$ cat src/rtl/rr_mux_arbiter_if.sv
// rr_mux_arbiter_if
//   Groups the requester-side bus of the round-robin mux arbiter.
//   req     : per-requester request, bit i = requester i
//   din     : per-requester data bit, bits 0..3 = mux inputs a..d
//   gnt     : one-hot (or all-zero) grant
//   s1, s0  : mux select, equal to the granted index
//   y       : registered mux output, qualified by y_valid
//   busy    : high while a grant is active
// Modports: slave = arbiter side, master = requester side.
interface rr_mux_arbiter_if;
  logic [3:0] req;
  logic [3:0] din;
  logic [3:0] gnt;
  logic       s1;
  logic       s0;
  logic       y;
  logic       y_valid;
  logic       busy;

  modport slave (
    input  req, din,
    output gnt, s1, s0, y, y_valid, busy
  );

  modport master (
    output req, din,
    input  gnt, s1, s0, y, y_valid, busy
  );
endinterface

$ cat src/rtl/rr_mux_arbiter.sv
// rr_mux_arbiter
//   Four-requester round-robin arbiter driving a 4:1 mux. A granted
//   requester keeps the grant while it requests, for at most MAX_HOLD
//   data cycles; the next search then starts just after it.
// Ports:
//   clk  : single clock, rising edge
//   rst  : synchronous active-high reset
//   bus  : rr_mux_arbiter_if.slave (req/din in, gnt/s1/s0/y/y_valid/busy out)
// Parameter:
//   MAX_HOLD : max consecutive data cycles per grant, 1..15
module rr_mux_arbiter #(
  parameter int unsigned MAX_HOLD = 4
) (
  input logic            clk,
  input logic            rst,
  rr_mux_arbiter_if.slave bus
);

  localparam logic [0:0] IDLE   = 1'b0;
  localparam logic [0:0] GRANT  = 1'b1;
  localparam logic [3:0] HOLD_C = 4'(MAX_HOLD);

  logic [0:0] state_q, state_d;
  logic [1:0] ptr_q,   ptr_d;
  logic [1:0] win_q,   win_d;
  logic [3:0] cnt_q,   cnt_d;
  logic [3:0] gnt_q,   gnt_d;
  logic [1:0] sel_q,   sel_d;
  logic       y_q,     y_d;
  logic       yv_q,    yv_d;

  logic       in_grant_s;
  logic       data_s;
  logic       rel_s;
  logic       arb_s;
  logic [3:0] cnt_plus_s;
  logic [1:0] ptr_eff_s;
  logic [1:0] winner_s;

  // First requesting index found scanning start, start+1, ... mod 4.
  function automatic logic [1:0] rr_pick(input logic [3:0] r, input logic [1:0] start);
    logic [1:0] w;
    logic [1:0] idx;
    logic       found;
    w     = start;
    found = 1'b0;
    for (int k = 0; k < 4; k++) begin
      idx = start + 2'(k);
      if (!found && r[idx]) begin
        w     = idx;
        found = 1'b1;
      end else begin
        found = found;
      end
    end
    return w;
  endfunction

  // Decode data/release/arbitration conditions for the current cycle.
  always_comb begin
    in_grant_s = (state_q == GRANT);
    cnt_plus_s = cnt_q + 4'd1;
    data_s     = in_grant_s && bus.req[win_q];
    // Release: holder dropped its request, or this data cycle uses up the budget.
    rel_s      = in_grant_s && (!bus.req[win_q] || (cnt_plus_s == HOLD_C));
    arb_s      = !in_grant_s || rel_s;
    // A release re-arbitrates in the same cycle, so search from the updated pointer.
    if (rel_s) begin
      ptr_eff_s = win_q + 2'd1;
    end else begin
      ptr_eff_s = ptr_q;
    end
    winner_s = rr_pick(bus.req, ptr_eff_s);
  end

  // Next-state computation for FSM, pointer, hold counter and outputs.
  always_comb begin
    state_d = state_q;
    ptr_d   = ptr_eff_s;
    win_d   = win_q;
    cnt_d   = cnt_q;
    gnt_d   = gnt_q;
    sel_d   = sel_q;
    y_d     = y_q;
    yv_d    = 1'b0;

    if (data_s) begin
      y_d   = bus.din[win_q];
      yv_d  = 1'b1;
      cnt_d = cnt_plus_s;
    end else begin
      y_d   = y_q;
      yv_d  = 1'b0;
    end

    if (arb_s) begin
      if (bus.req != 4'b0000) begin
        state_d = GRANT;
        win_d   = winner_s;
        cnt_d   = 4'd0;
        gnt_d   = 4'b0001 << winner_s;
        sel_d   = winner_s;
      end else begin
        // Select lines keep the last granted index while idle.
        state_d = IDLE;
        gnt_d   = 4'b0000;
        sel_d   = sel_q;
      end
    end else begin
      state_d = GRANT;
      gnt_d   = gnt_q;
    end
  end

  // State registers with synchronous reset.
  always_ff @(posedge clk) begin
    if (rst) begin
      state_q <= IDLE;
      ptr_q   <= 2'd0;
      win_q   <= 2'd0;
      cnt_q   <= 4'd0;
      gnt_q   <= 4'b0000;
      sel_q   <= 2'd0;
      y_q     <= 1'b0;
      yv_q    <= 1'b0;
    end else begin
      state_q <= state_d;
      ptr_q   <= ptr_d;
      win_q   <= win_d;
      cnt_q   <= cnt_d;
      gnt_q   <= gnt_d;
      sel_q   <= sel_d;
      y_q     <= y_d;
      yv_q    <= yv_d;
    end
  end

  assign bus.gnt     = gnt_q;
  assign bus.s1      = sel_q[1];
  assign bus.s0      = sel_q[0];
  assign bus.y       = y_q;
  assign bus.y_valid = yv_q;
  assign bus.busy    = (state_q == GRANT);

endmodule
$ cat src/flat_wrapper.sv
// flat-port wrapper written by rule: the top's interface ports become plain ports
module rr_mux_arbiter_flat 
#(
  parameter int unsigned MAX_HOLD = 4
)
  (clk, rst, bus_req, bus_din, bus_gnt, bus_s1, bus_s0, bus_y, bus_y_valid, bus_busy);
  rr_mux_arbiter_if bus_i ();
  input logic clk;
  input logic rst;
  input wire logic [$bits(bus_i.req)-1:0] bus_req;
  input wire logic [$bits(bus_i.din)-1:0] bus_din;
  output wire logic [$bits(bus_i.gnt)-1:0] bus_gnt;
  output wire logic [$bits(bus_i.s1)-1:0] bus_s1;
  output wire logic [$bits(bus_i.s0)-1:0] bus_s0;
  output wire logic [$bits(bus_i.y)-1:0] bus_y;
  output wire logic [$bits(bus_i.y_valid)-1:0] bus_y_valid;
  output wire logic [$bits(bus_i.busy)-1:0] bus_busy;
  assign bus_i.req = bus_req;
  assign bus_i.din = bus_din;
  assign bus_gnt = bus_i.gnt;
  assign bus_s1 = bus_i.s1;
  assign bus_s0 = bus_i.s0;
  assign bus_y = bus_i.y;
  assign bus_y_valid = bus_i.y_valid;
  assign bus_busy = bus_i.busy;
  rr_mux_arbiter #(.MAX_HOLD(MAX_HOLD)) u_core (.clk(clk), .rst(rst), .bus(bus_i));
endmodule
$ cat config.mk
export PLATFORM = sky130hd
export DESIGN_NAME = rr_mux_arbiter_flat
export DESIGN_NICKNAME = d
export VERILOG_FILES = /design/src/rtl/rr_mux_arbiter_if.sv /design/src/rtl/rr_mux_arbiter.sv /design/src/flat_wrapper.sv
export SDC_FILE = /design/constraint.sdc
export NUM_CORES = 1
export LEC_CHECK = 0
export ABC_AREA = 1
export BUFFER_PORTS_ARGS = -buffer_cell sky130_fd_sc_hd__buf_2
export CAP_MARGIN = 20
export CORE_MARGIN = 2
export CORE_UTILIZATION = 40
export CTS_BUF_LIST = sky130_fd_sc_hd__clkbuf_4 sky130_fd_sc_hd__clkbuf_8 sky130_fd_sc_hd__clkbuf_16
export CTS_CLUSTER_DIAMETER = 80
export CTS_CLUSTER_SIZE = 28
export DETAILED_ROUTE_END_ITERATION = 8
export REMOVE_ABC_BUFFERS = 1
export SETUP_SLACK_MARGIN = 0.2
export SLEW_MARGIN = 0
export SYNTH_ARGS = -nofsm -noshare
export SYNTH_HDL_FRONTEND = slang
export SYNTH_SLANG_ARGS = --single-unit
$ cat constraint.sdc
create_clock -name clk -period 5.3 [get_ports clk]
set_input_delay 0.53 -clock clk [delete_from_list [all_inputs] [get_ports clk]]
set_output_delay 0.53 -clock clk [all_outputs]
set_load 0.02 [all_outputs]
==> metrics.txt <==
HPWL after DPL=around 2000 um; routed len/inst=11.24 um; clock power share=9.6%; XOR/XNOR share of the synthesized area=~2.4%; Place WS=2.920 ns; # diodes=0; Core Region=0.002686 mm^2; CP Max Fanout=10; Slew headroom=72.07%; clk sinks=15; Avg Inst Size Synth=6.693 um^2; Max Cap Viol=0; PostCTS Resize Cnt=0; status=complete, no violations; commonest non-fill, non-tap cell in the layout=nand2_1; worst endpoint data arrival time=~2.5 ns; DRT Pass-1 Iters=6; final cell count without fillers=217; Post-Synth Simple-Gate Area=between 50% and 60%; combinational share of power=about two thirds; Synth async-reset ratio=0%; met3 usage=~1.6%; Die Ht=roughly 57 um; final worst path period share=between 40 and 50%; RSZ-0062 raised after global routing=false; GRT met2 Usage=between 30% and 40%; min-delay src=u_core.bus.gnt[2]; iteration-0 DRC count of the detailed router=37; Synth Area in Adders=1.126%; CP Class=register to register; Reg clk slew, reported paths=~0.09 ns; fmax=434.4 MHz; routed vias=1056; skew final=around 0.0020 ns; Post-Syn Instances=166; static leakage=0.6377 nW; warnings from Yosys=0; GP Congestion=between 0.7 and 0.8; total chip power=approximately 0.71 mW; area of the die=0.003215 mm^2; Ports=19; r2r setup slk=3.00 ns; # port buffers=18; Placed Area=between 0.001 and 0.0015 mm^2; Post-synth EDFFs=0; synthesized area=about 0.0011 mm^2; Sw Share=between 50% and 60%; busiest grt layer=met2; DRT Wirelength=roughly 2400 um; Final min period=between 2 and 2.5 ns; Area Overhead vs Synth=12.95%; # rows=19; Least-Margin Pin Slew=between 0.4 and 0.5 ns; fin worst setup slack=approximately 3.0 ns; maximum vdd drop=276.0 uV; grt ovf=0; vias per cell=about 4.9; H-tree depth=1; largest net degree at the start of global routing=11; main combinational cell family by area after synthesis=simple AND/OR/NAND/NOR gates; Root Buffer=clkbuf_4; synthesized flop and latch total=15; hold slack final=roughly 0.47 ns; clock buffer count from CTS=3; register area share after synthesis=between 20% and 30%; vias in the first global route=between 900 and 1k; initial core utilization=about two fifths; Hold Path Class=register to register; Worst R2R Start=u_core.cnt_q[0]; ANT nets after route=0; clock tree buffer depth=2; Final Hold Viols=0; Total Routing Usage GR=between 10% and 20%; CTS tree=built; critical path launch point type=register; cts hold-fix bufs=0; met1 usage=about a fifth; Setup crit start=u_core.cnt_q[0]; critical path required time=approximately 5.5 ns; Pins Over Slew Limit=0; Final nets=198; antenna violations before repair=0; top_reg_cell synth=dfxtp_1; share of cells above drive strength 1=between 30% and 40%; multiplexer area fraction after synthesis=0%; Netlist cell types=29; DRC=0; cell total after placement=roughly 210; fin util=a little under half; clk_lat worst skew=between 0.2 and 0.3 ns; internal power=roughly 0.33 mW; Worst setup EP type=register; fin area=about 0.0013 mm^2; P per Cell Area=around 560 mW/mm^2; post-synthesis compound-gate area fraction=between 5 and 6%; first-pass GRT wire length=approximately 4400 um; die width=roughly 57 um; net switching power=~0.37 mW; setup violators final=0; setup bufs post-CTS=0; commonest non-fill, non-tap cells in the layout=47 x nand2_1, 18 x nand2_2, 18 x buf_2; setup TNS=0 ns; Reg power frac=24.1%
==> cells in the mapped netlist (all sizes together), types with 2 or more instances <==
| cell | count | area (um^2) |
|---|---|---|
| a21oi | 3 | 22.52 |
| dfxtp | 15 | 300.3 |
| nand4 | 3 | 18.77 |
| inv | 18 | 72.57 |
| nand3 | 18 | 117.6 |
| nand2 | 72 | 367.9 |
| xor2 | 2 | 17.52 |
| nor2 | 20 | 90.09 |
| o21ai | 5 | 25.02 |
==> worst paths after layout <==
path                        to  depth (start not counted)
max          u_core.bus.gnt[1]                         18
min          u_core.bus.gnt[2]                          2
max reg2reg  u_core.bus.gnt[1]                         18
min reg2reg  u_core.bus.gnt[2]                          2
==> power by group through the flow <==
stage                     registers, mW  clock network, mW  logic [mW]
final                             0.170             0.0677       0.469
after global placement            0.172                  0       0.461
after global routing              0.175             0.0738       0.533
after CTS                         0.170             0.0699       0.473
after floorplan                   0.194                  0       0.356
after detailed placement          0.173                  0       0.471
==> worst max-delay path: stages, from the launching register on <==
cell and delay [ns]:
dfxtp_1 0.41, ha_1 0.17, inv_1 0.05, nor2_1 0.17, nand3_4 0.11, nand2_4 0.10, nand3_1 0.11, nand2_4 0.17
nand2_1 0.10, nand2_2 0.08, nand2_2 0.05, nand2_2 0.09, and2_4 0.16, nand2_2 0.06, nand2_2 0.07, nand2_2 0.06
nor2_2 0.09, nand2_1 0.07, a21oi_2 0.11
==> final cells by class <==
type / instances / area [um^2]
clock buffers: 4 / 30.03
fillers: 288 / 1431
flip-flops and latches: 15 / 300.3
repair buffers: 18 / 90.09
multi-input cells: 131 / 723.2
well taps: 31 / 38.79
inverters: 18 / 72.57
==> routing by layer <==
layer,part of all wire (%),vias to the layer above
met4,0.66,0
met1,46,480
li1,-,564
met3,2.6,2
met2,51,10
met5,0,-
==> sequential cells by signal, indices dropped and copies added, names as in the netlist <==
register            flops
u_core.bus.gnt          4
u_core.bus.y            1
u_core.bus.y_valid      1
u_core.ptr_q            2
u_core.bus.busy         1
u_core.cnt_q            4
u_core.win_q            2
==> logic make-up after synthesis <==
group | count (synthesis)
xor gates and xnor gates | 3
AOI/OAI and AO/OA | 10
and+or+nand+nor | 117
adders and majority gates | 1
DFF | 15
buffers and inverters | 20
Power figures use the tool's default switching activity.
